==> src/rtl/uart_rx_core.sv <==
// UART receiver: two-flop synchronizer, mid-bit sampling 8N1 deframer and a
// one-entry valid/ready holding register with sticky errors. Define UART_RX_PARITY_EN for 8E1.
module uart_rx_core #(
  parameter int CLKS_PER_BIT = 434
) (
  input  logic       clk,
  input  logic       rst,
  input  logic       rx,
  output logic [7:0] rx_data,
  output logic       rx_valid,
  input  logic       rx_ready,
  output logic       frame_err,
  output logic       overrun_err,
  output logic       parity_err,
  input  logic       err_clr
);

  localparam int CW = $clog2(CLKS_PER_BIT);
  localparam logic [CW-1:0] HALF_M1 = CW'(CLKS_PER_BIT / 2 - 1);
  localparam logic [CW-1:0] FULL_M1 = CW'(CLKS_PER_BIT - 1);
  localparam logic [CW-1:0] CNT_ONE = CW'(1);

`ifdef UART_RX_PARITY_EN
  typedef enum logic [2:0] {S_IDLE, S_START, S_DATA, S_PARITY, S_STOP, S_BREAK} state_t;
`else
  typedef enum logic [2:0] {S_IDLE, S_START, S_DATA, S_STOP, S_BREAK} state_t;
`endif

  state_t          state_q, state_d;
  logic            sync1_q, sync2_q;
  logic [CW-1:0]   bit_cnt_q, bit_cnt_d;
  logic [2:0]      bit_idx_q, bit_idx_d;
  logic [7:0]      shreg_q, shreg_d;
  logic [7:0]      rx_data_q, rx_data_d;
  logic            rx_valid_q, rx_valid_d;
  logic            frame_err_q, frame_err_d;
  logic            overrun_err_q, overrun_err_d;
  logic            cnt_zero, deliver, load, frame_set, overrun_set;
`ifdef UART_RX_PARITY_EN
  logic            parity_err_q, parity_err_d;
  logic            parity_set;
`endif

  always_comb begin
    state_d   = state_q;
    bit_cnt_d = bit_cnt_q;
    bit_idx_d = bit_idx_q;
    shreg_d   = shreg_q;
    deliver   = 1'b0;
    frame_set = 1'b0;
`ifdef UART_RX_PARITY_EN
    parity_set = 1'b0;
`endif
    cnt_zero  = (bit_cnt_q == '0);

    case (state_q)
      S_IDLE: begin
        if (!sync2_q) begin
          bit_cnt_d = HALF_M1;
          state_d   = S_START;
        end
      end
      S_START: begin
        if (!cnt_zero) begin
          bit_cnt_d = bit_cnt_q - CNT_ONE;
        end else if (sync2_q) begin
          state_d = S_IDLE;
        end else begin
          bit_cnt_d = FULL_M1;
          bit_idx_d = 3'd0;
          state_d   = S_DATA;
        end
      end
      S_DATA: begin
        if (!cnt_zero) begin
          bit_cnt_d = bit_cnt_q - CNT_ONE;
        end else begin
          shreg_d   = {sync2_q, shreg_q[7:1]};
          bit_cnt_d = FULL_M1;
          if (bit_idx_q == 3'd7) begin
`ifdef UART_RX_PARITY_EN
            state_d = S_PARITY;
`else
            state_d = S_STOP;
`endif
          end else begin
            bit_idx_d = bit_idx_q + 3'd1;
          end
        end
      end
`ifdef UART_RX_PARITY_EN
      S_PARITY: begin
        if (!cnt_zero) begin
          bit_cnt_d = bit_cnt_q - CNT_ONE;
        end else begin
          // Even parity: data plus parity bit must hold an even number of ones.
          parity_set = ^{shreg_q, sync2_q};
          bit_cnt_d  = FULL_M1;
          state_d    = S_STOP;
        end
      end
`endif
      S_STOP: begin
        if (!cnt_zero) begin
          bit_cnt_d = bit_cnt_q - CNT_ONE;
        end else if (sync2_q) begin
          deliver = 1'b1;
          state_d = S_IDLE;
        end else begin
          frame_set = 1'b1;
          state_d   = S_BREAK;
        end
      end
      S_BREAK: begin
        if (sync2_q) state_d = S_IDLE;
      end
      default: state_d = S_IDLE;
    endcase

    // A same-cycle read frees the holding register for the new byte.
    load        = deliver && (!rx_valid_q || rx_ready);
    overrun_set = deliver && rx_valid_q && !rx_ready;
    rx_data_d   = load ? shreg_q : rx_data_q;
    if (load)                          rx_valid_d = 1'b1;
    else if (rx_valid_q && rx_ready)   rx_valid_d = 1'b0;
    else                               rx_valid_d = rx_valid_q;

    frame_err_d   = frame_set   ? 1'b1 : (err_clr ? 1'b0 : frame_err_q);
    overrun_err_d = overrun_set ? 1'b1 : (err_clr ? 1'b0 : overrun_err_q);
`ifdef UART_RX_PARITY_EN
    parity_err_d  = parity_set  ? 1'b1 : (err_clr ? 1'b0 : parity_err_q);
`endif
  end

  always_ff @(posedge clk) begin
    if (rst) begin
      state_q       <= S_IDLE;
      sync1_q       <= 1'b1;
      sync2_q       <= 1'b1;
      bit_cnt_q     <= '0;
      bit_idx_q     <= 3'd0;
      shreg_q       <= 8'h00;
      rx_data_q     <= 8'h00;
      rx_valid_q    <= 1'b0;
      frame_err_q   <= 1'b0;
      overrun_err_q <= 1'b0;
    end else begin
      state_q       <= state_d;
      sync1_q       <= rx;
      sync2_q       <= sync1_q;
      bit_cnt_q     <= bit_cnt_d;
      bit_idx_q     <= bit_idx_d;
      shreg_q       <= shreg_d;
      rx_data_q     <= rx_data_d;
      rx_valid_q    <= rx_valid_d;
      frame_err_q   <= frame_err_d;
      overrun_err_q <= overrun_err_d;
    end
  end

`ifdef UART_RX_PARITY_EN
  always_ff @(posedge clk) begin
    if (rst) parity_err_q <= 1'b0;
    else     parity_err_q <= parity_err_d;
  end
  assign parity_err = parity_err_q;
`else
  assign parity_err = 1'b0;
`endif

  assign rx_data     = rx_data_q;
  assign rx_valid    = rx_valid_q;
  assign frame_err   = frame_err_q;
  assign overrun_err = overrun_err_q;

endmodule

==> config.mk <==
export PLATFORM = sky130hd
export DESIGN_NAME = uart_rx_core
export DESIGN_NICKNAME = d
export VERILOG_FILES = /design/src/rtl/uart_rx_core.sv
export SDC_FILE = /design/constraint.sdc
export NUM_CORES = 1
export LEC_CHECK = 0
export ABC_AREA = 1
export BUFFER_PORTS_ARGS = -buffer_cell sky130_fd_sc_hd__clkbuf_2
export CORE_MARGIN = 8
export CORE_UTILIZATION = 50
export CTS_CLUSTER_DIAMETER = 60
export DETAILED_ROUTE_END_ITERATION = 12
export GPL_TIMING_DRIVEN = 0
export PLACE_DENSITY_LB_ADDON = 0.3
export SETUP_SLACK_MARGIN = 0.15
export SLEW_MARGIN = 20
export SYNTH_ARGS = -nofsm -noshare
export SYNTH_HDL_FRONTEND = slang
export SYNTH_SLANG_ARGS = --single-unit
==> constraint.sdc <==
create_clock -name clk -period 2 [get_ports clk]
set_input_delay 0.2 -clock clk [delete_from_list [all_inputs] [get_ports clk]]
set_output_delay 0.2 -clock clk [all_outputs]
set_load 0.05 [all_outputs]
==> results of run 1 <==
-- metal layers --
metal	GRT usage, %	vias to the layer above	part of all wire (%)
met2	21.2	25	45
met1	14.6	706	50
met3	5.86	2	4.8
met5	0	-	0
met4	6.52	0	0.37
li1	-	844	-
-- worst min path at each step --
stage / to / slack, ns / depth (start not counted)
CTS: sync1_q / 0.01 / 2
global route: sync1_q / 0.01 / 2
floorplan: sync1_q / 0.30 / 1
finish: sync1_q / 0.03 / 2
global placement: sync1_q / 0.38 / 2
detailed placement: sync1_q / 0.39 / 2
-- cell type report --
cell class                 instances  area [um^2]  share of cell area, %
sequential                        36          721                   37.1
tap                               46         57.6                   2.97
inverter                          30          114                   5.87
clock buffer                       7         55.1                   2.84
buffer                             7         46.3                   2.39
multi-input combinational        186          865                   44.6
timing repair buffer              15         75.1                   3.87
clock inverter                     1         7.51                  0.387
-- logic make-up after synthesis --
| logic type | Yosys count | share of synthesized area, % |
|---|---|---|
| flip-flops | 36 | 41.3 |
| AO/OA/AOI/OAI | 27 | 7.89 |
| XOR/XNOR | 4 | 2.01 |
| AND/OR/NAND/NOR | 151 | 37.3 |
| adder cells (fa/ha/maj) | 3 | 2.15 |
| other | 1 | 0.215 |
| buffers and inverters | 37 | 9.17 |
-- Yosys cell counts (2+ instances only) --
master / count / area (um^2)
sky130_fd_sc_hd__a21oi_1: 24 / 120
sky130_fd_sc_hd__buf_4: 3 / 22.5
sky130_fd_sc_hd__clkbuf_1: 2 / 7.51
sky130_fd_sc_hd__dfxtp_1: 36 / 721
sky130_fd_sc_hd__ha_1: 3 / 37.5
sky130_fd_sc_hd__inv_1: 28 / 105
sky130_fd_sc_hd__nand2_1: 76 / 285
sky130_fd_sc_hd__nand2_2: 4 / 25.0
sky130_fd_sc_hd__nand3_1: 23 / 115
sky130_fd_sc_hd__nor2_1: 39 / 146
sky130_fd_sc_hd__nor2_2: 2 / 12.5
sky130_fd_sc_hd__o21ai_0: 2 / 10.0
sky130_fd_sc_hd__or2_2: 3 / 18.8
sky130_fd_sc_hd__xor2_1: 4 / 35.0
-- state kept, by name, summed over array words and instances (netlist names) --
| signal | count |
|---|---|
| overrun_err | 1 |
| sync2_q | 1 |
| bit_cnt_q | 9 |
| state_q | 3 |
| bit_idx_q | 3 |
| rx_valid | 1 |
| shreg_q | 8 |
| frame_err | 1 |
| rx_data | 8 |
| sync1_q | 1 |
-- power breakdown --
part | leakage, nW | internal (mW) | switching, mW
Sequential | 0.293 | 0.838 | 0.0926
Clock | 0.0315 | 0.172 | 0.245
Combinational | 0.639 | 0.429 | 0.794
Total | 0.963 | 1.44 | 1.13
==> results by stage, run 1 <==
Critical path:
- The setup check on the worst reg-to-reg path leaves a slack of 0.36 ns.
- STA puts the critical path data arrival time at 1.88 ns.
- The logic depth of the worst setup path including buffers is 10.
- The worst setup path is launched from a register.
- The signal on the critical path passes through inv_1 -> ha_1 -> nand2_2 -> nor2_4 -> nand2_4 -> clkinv_2 -> nand3_4 -> buf_6 -> nor2_1 -> nor2_1.
- The category of the critical setup timing path is register to register.
- The endpoint required time on the critical path is 2.24 ns.
- The kind of cell with the highest combined delay along the critical path is simple AND/OR/NAND/NOR gates.
- The nature of the critical path endpoint is a register.
- On the worst path, the slowest cell contributes a delay of 0.32 ns.
- Along the worst path, the maximum fanout reaches 10.
- The worst register-to-register path ends at rx_data[5].
- Counting both buffers and inverters, the worst setup path holds a total of 3.
- The highest-delay cell along the critical path is sky130_fd_sc_hd__dfxtp_1.
- The launching element of the worst setup path is bit_cnt_q[0].
- Among the stages of the critical path, the cell type that occurs most often is sky130_fd_sc_hd__nor2_1.
- The end point of the critical path is rx_data[5].
- The worst register-to-register path begins at bit_cnt_q[0].
- The number of cells on the worst reg-to-reg path is 10.

STA:
- The final setup slack of the worst path is 0.360 ns.
- The worst hold margin is 0.0310 ns.
- The clock arrives with 0.00599 ns of skew.
- The sum of negative setup slack is 0 ns.
- The minimum period implied by the final worst setup slack is 1.64 ns.
- The timing-limited maximum frequency is 0.610 GHz.
- The max-slew violation total from the final report is 0.
- Setup repair after global routing left no endpoint under its margin.
- Dividing the final minimum period by the clock period gives 82.0%.
- The total of endpoints with negative setup slack in the final report is 0.
- The number of endpoints with negative hold slack in the final report was 0.

Min path:
- The worst hold path begins at rx.
- The class of the tightest hold or removal check is input port to register.

Layout:
- Counting the fill cells in the layout gives 332.
- Measured on the finished design, the core utilization comes to 58.2%.
- The most common library cell in the layout ignoring fill and taps is sky130_fd_sc_hd__nand2_1.
- The share of cells above drive strength 1 is 14.5%.
- Compared with the post-synthesis result, the final layout area differs by 11.2%.
- Leaving out fill and tap cells, the most frequent cells in the layout are sky130_fd_sc_hd__nand2_1 (76), sky130_fd_sc_hd__nor2_1 (39), sky130_fd_sc_hd__dfxtp_1 (36), sky130_fd_sc_hd__inv_1 (28), sky130_fd_sc_hd__a21oi_1 (24).
- The number of nets in the final layout is 289.
- For this run, the number of standard cells in the final layout without fillers is 328.
- The final design area excluding fillers is 1940 um^2.
- The antenna diode count is 0.

GRT:
- The global-route total usage across every layer is 13.3%.
- The via count of the first global-routing pass is 1,407.
- The maximum number of pins on one net before global-route repair is 12.
- Global routing finished with a remaining overflow of 0.
- The number of antenna violations at the first check in global routing is 0.
- The first-pass GRT wire length is 5.70 mm.

Placement:
- The estimated wirelength of the detail-placed design is 2.54 mm.
- The placement-stage worst setup slack is 0.379 ns.
- The global placement routability congestion is 0.858.
- Once placement completed, the tool counted placed cells totaling 320.
- The total placed instance area is 1880 um^2.
- The count of buffers added on input and output ports is 15.

Drt:
- The total DRC errors in the routed layout is 0.
- The routed design has 3.48 mm of wire.
- The iteration count of the initial detailed-routing pass is 4.
- Dividing the detail-routed via count by the number of cells gives 4.81.
- Dividing the detail-routed wire length by the instance count gives 10.6 um.
- The number of design-rule violations left by the first detailed-router iteration is 59.
- The number of nets still failing antenna checks after routing is 0.
- The via count is 1,577.

Run:
- The tool flagged a number of max-cap violations equal to 0.

CTS:
- The clock passes through at most 2 buffers.
- The later pin in the worst-skew pair is clocked with a latency of 0.34 ns.
- The clock net sink count is 36.
- The clock transition time at the flip-flop clock pins of the worst setup and hold paths is 0.11 ns.
- The TritonCTS clock tree is done.
- The count of hold buffers inserted by post-cts repair is 0.
- The post-CTS repair timing setup buffer count is 0.
- The depth of the CTS H-tree is 2.
- The clock buffer count from CTS is 5.
- The number of gates resized after CTS is 0.
- In this run the clock root is driven by a sky130_fd_sc_hd__clkbuf_4.

Power:
- Across the VDD grid, the largest voltage drop is 0.000764 V.
- For this design the static power due to leakage is 0.963 nW.
- The completed layout was analyzed and its total power is 2.57 mW.
- The power density normalized to cell area is 1330 nW/um^2.

Floorplanning:
- The vertical die dimension is 75.1 um.
- The number of I/O pins is 17.
- For this configuration, the core starts out at a cell density of 52.3%.
- The core area is 3340 um^2.
- The floorplan row count is 21.
- The die covers 5640 um^2.
- The die outline width is 75.1 um.

Logic synthesis:
- The synthesized netlist net count is 267.
- A synthesized cell averages 6.74 um^2.
- During synthesis, Yosys emitted a total of 0 warnings.
- Synthesis produced 259 cells.
- The synthesized design contains 36 register bits.
- The sequential cell area fraction in the yosys report is 41.3%.
- The main flop type after synthesis is sky130_fd_sc_hd__dfxtp_1.
- The combined area of all synthesized cells is 1750 um^2.
- The unique cell type count in the Yosys netlist is 24.
- Yosys mapped a number of flops with a built-in enable equal to 0.
- The async set-reset flop share out of synthesis is 0%.

Run status:
- The run finished with clean final reports.
Power figures use the tool's default switching activity.
==> inputs of run 2 (changes only) <==
==> constraint.sdc (replaced) <==
create_clock -name clk -period 1.5 [get_ports clk]
set_input_delay 0.15 -clock clk [delete_from_list [all_inputs] [get_ports clk]]
set_output_delay 0.15 -clock clk [all_outputs]
set_load 0.05 [all_outputs]
==> run 2 against run 1 <==
Setup slack got worse by 0.27 ns. Clock skew rose by 0.00057 ns. Utilization grew 9.9 points. Final cell count increased by 4.0%. Clock power up 23%. Critical path depth unchanged. Maximum frequency is 17% higher. Highest routed layer unchanged.
==> results by stage, run 2 (synthesized netlist as in run 1, its figures left out) <==
Run status:
- The run finished with clean final reports.

Layout:
- The count of filler cells inserted in the layout is 288 (-13%).
- The largest register by flop count is bit_cnt_q.
- The fraction of the core area covered by cells at the end of the flow is 68.1% (+9.9 points).
- The number of flip-flops in the largest register is 9 (unchanged).
- The antenna diode count is 0 (unchanged).
- The library cells used most frequently in the layout, excluding fill and tap cells, are sky130_fd_sc_hd__nand2_1 (59), sky130_fd_sc_hd__dfxtp_1 (28), sky130_fd_sc_hd__nor2_1 (27), sky130_fd_sc_hd__inv_1 (26), sky130_fd_sc_hd__nand3_1 (20).
- The number of nets in the final layout is 302 (+4.5%).
- The share of cells above drive strength 1 is 35.3% (+21 points).
- The most common library cell in the layout ignoring fill and taps is sky130_fd_sc_hd__nand2_1.
- The area growth from synthesis to layout is 30.2%.

Drt:
- The iteration count of the initial detailed-routing pass is 4 (unchanged).
- The total DRC errors in the routed layout came to 0 (unchanged).
- The highest metal layer used by the detailed router is met4.
- The via count is 1,673 (+6.1%).
- The met2 layer wire length in the routed design came to 2.05 mm (+32%).
- The number of design-rule violations left by the first detailed-router iteration came to 121 (+110%).
- The routed via count divided by cell count is 4.91 (+2.0%).
- The met3 wire length was 283 um (+70%).
- The routed wirelength normalized by instance count is 12.4 um (+17%).
- The wire length reported by the detailed router is 4.24 mm (+22%).
- The number of nets still failing antenna checks after routing came to 0 (unchanged).
- The detailed-routing wirelength on met1 is 1.85 mm (+6.4%).

Critical path:
- The worst setup path is of the register to register kind.
- STA classifies the critical path startpoint as a register.
- The startpoint identified for the worst register-to-register timing path is bit_cnt_q[5].
- The reg-to-reg endpoint is rx_data[4].
- The setup slack of the worst register-to-register path is 0.09 ns (-0.27 ns).
- The arrival time at the worst endpoint was 1.70 ns (-0.18 ns).
- The depth of the worst register-to-register path is 10 (unchanged).
- The launching element of the worst setup path is bit_cnt_q[5].
- Following the worst setup path forward leads to its endpoint at rx_data[4].
- The critical-path maximum fanout came to 5 (-5).
- The endpoint required time on the critical path is 1.80 ns (-0.44 ns).
- The worst setup path is captured at a register.

STA:
- The total of endpoints with negative setup slack in the final report is 0 (unchanged).
- Setup repair after global routing could not meet its margin everywhere.
- The max-slew violation total from the final report is 0 (unchanged).
- The sum of negative setup slack is 0 ns (unchanged).
- The final clock period utilization by the worst path is 93.7% (+12 points).
- The number of endpoints with negative hold slack in the final report was 0 (unchanged).
- The timing-limited maximum frequency came to 0.711 GHz (+17%).
- Measured against its own limit, the worst slew margin works out to 63.1%.
- The worst hold margin came to 0.0494 ns (+0.0184 ns).
- The slew at the pin closest to its max-slew limit is 0.553 ns.
- The final clock skew came to 0.00656 ns (+0.000567 ns).
- The minimum period implied by the final worst setup slack is 1.41 ns (-0.234 ns).

CTS:
- TritonCTS built the clock tree.
- The depth of the CTS H-tree came to 2 (unchanged).
- The deepest clock path buffer count is 2 (unchanged).
- The clock buffer count from CTS is 5 (unchanged).
- The clock net sink count is 36 (unchanged).
- In this run the clock root is driven by a sky130_fd_sc_hd__clkbuf_4.
- The clock insertion delay at the later pin of the skew report is 0.35 ns (about the same).
- The clock transition time at the flip-flop clock pins of the worst setup and hold paths was 0.11 ns (about the same).

GRT:
- The global-route total usage across every layer is 15.4% (+2.1 points).
- The via count of the first global-routing pass is 1,498 (+6.5%).
- The first-pass GRT wire length came to 6.67 mm (+17%).
- The number of antenna violations at the first check in global routing was 0 (unchanged).
- The maximum number of pins on one net before global-route repair is 13 (+1).
- The total congestion overflow was 0 (unchanged).

Floorplanning:
- The core area is 3340 um^2 (unchanged).
- The die outline width is 75.1 um (unchanged).
- The number of I/O pins is 17 (unchanged).
- The vertical die dimension is 75.1 um (unchanged).
- The starting density of the core is 52.3% (unchanged).
- The floorplan row count came to 21 (unchanged).
- The die area came to 5640 um^2 (unchanged).

Power:
- The switching power of the nets came to 1.90 mW (+68%).
- The internal power consumption came to 2.28 mW (+58%).
- The part of the total power dissipated in combinational logic is 56.9% (+9.3 points).
- The maximum ir drop on the vdd rail came to 0.00140 V (+83%).
- The relative contribution of sequential cells to total power is 30.8% (-5.4 points).
- The power density normalized to cell area is 1840 nW/um^2 (+39%).
- The power after layout came to 4.18 mW (+62%).
- The clock share of power is 12.3% (-3.9 points).
- The switching share of power is 45.5% (+1.4 points).
- The static leakage is 1.05 nW (+8.7%).

Placement:
- The total of buffers placed on input and output ports is 15 (unchanged).
- The estimated wirelength of the detail-placed design is 2.74 mm (+7.7%).
- The global placement routability congestion is 0.914 (+6.5%).

Min path:
- The hold-critical path depth is 4 (+2).
- The class of the tightest hold or removal check is input port to register.

Run:
- The number of max-cap violations is 0 (unchanged).
[run 2: layer usage]
| metal | up-vias | global-route usage (%) |
|---|---|---|
| met5 | - | 0 |
| met4 | 0 | 6.30 |
| li1 | 871 | - |
| met3 | 9 | 5.59 |
| met1 | 752 | 18.9 |
| met2 | 41 | 23.6 |
[run 2: critical path: stages, from the launching register on]
cell and delay (ns):
sky130_fd_sc_hd__dfxtp_4 0.38, sky130_fd_sc_hd__nor2_4 0.12, sky130_fd_sc_hd__nand2_2 0.08, sky130_fd_sc_hd__nor2_4 0.14
sky130_fd_sc_hd__nand2_4 0.08, sky130_fd_sc_hd__clkinv_4 0.08, sky130_fd_sc_hd__nand3_4 0.12, sky130_fd_sc_hd__buf_6 0.17
sky130_fd_sc_hd__nand2_2 0.04, sky130_fd_sc_hd__nand2_1 0.04, sky130_fd_sc_hd__nor2_1 0.11
[run 2: how the worst min path moves through the flow]
stage,from,end
after global routing,err_clr,overrun_err
final,err_clr,overrun_err
after CTS,err_clr,overrun_err
after global placement,rx,sync1_q
after floorplan,rx,sync1_q
after detailed placement,rx,sync1_q
[run 2: through the flow]
step                setup WS (ns)  area [um^2]  instances
floorplan                   0.183         1760        259
global placement           0.0215         1900        320
detailed placement       -0.00423         1900        320
CTS                        0.0997         2130        338
global route               0.0229         2270        341
finish                     0.0941         2270        341
[run 2: cell type report]
cell class	count	area [um^2]	share of cell area (%)
Sequential cell	36	733	32.3
Tap cell	46	57.6	2.53
Timing Repair Buffer	27	195	8.59
Clock buffer	5	37.5	1.65
Inverter	30	120	5.29
Multi-Input combinational cell	187	1060	46.5
Clock inverter	3	18.8	0.826
Buffer	7	52.6	2.31
[run 2: power groups by stage]
stage / clock network (mW) / registers, mW / logic [mW]
after floorplan: 0 / 1.27 / 1.39
after global placement: 0 / 1.27 / 1.67
after detailed placement: 0 / 1.27 / 1.71
after CTS: 0.535 / 1.26 / 2.09
after global routing: 0.585 / 1.31 / 2.63
final: 0.514 / 1.29 / 2.38
[run 2: timing repair]
action                     4_1_cts  5_1_grt
gates cloned                     2        0
setup endpoints to repair       31       32
pin swaps                       10       12
gates resized for setup         23       41
buffers inserted                 7        3
hold buffers                     1        0
hold endpoints to repair         1        0
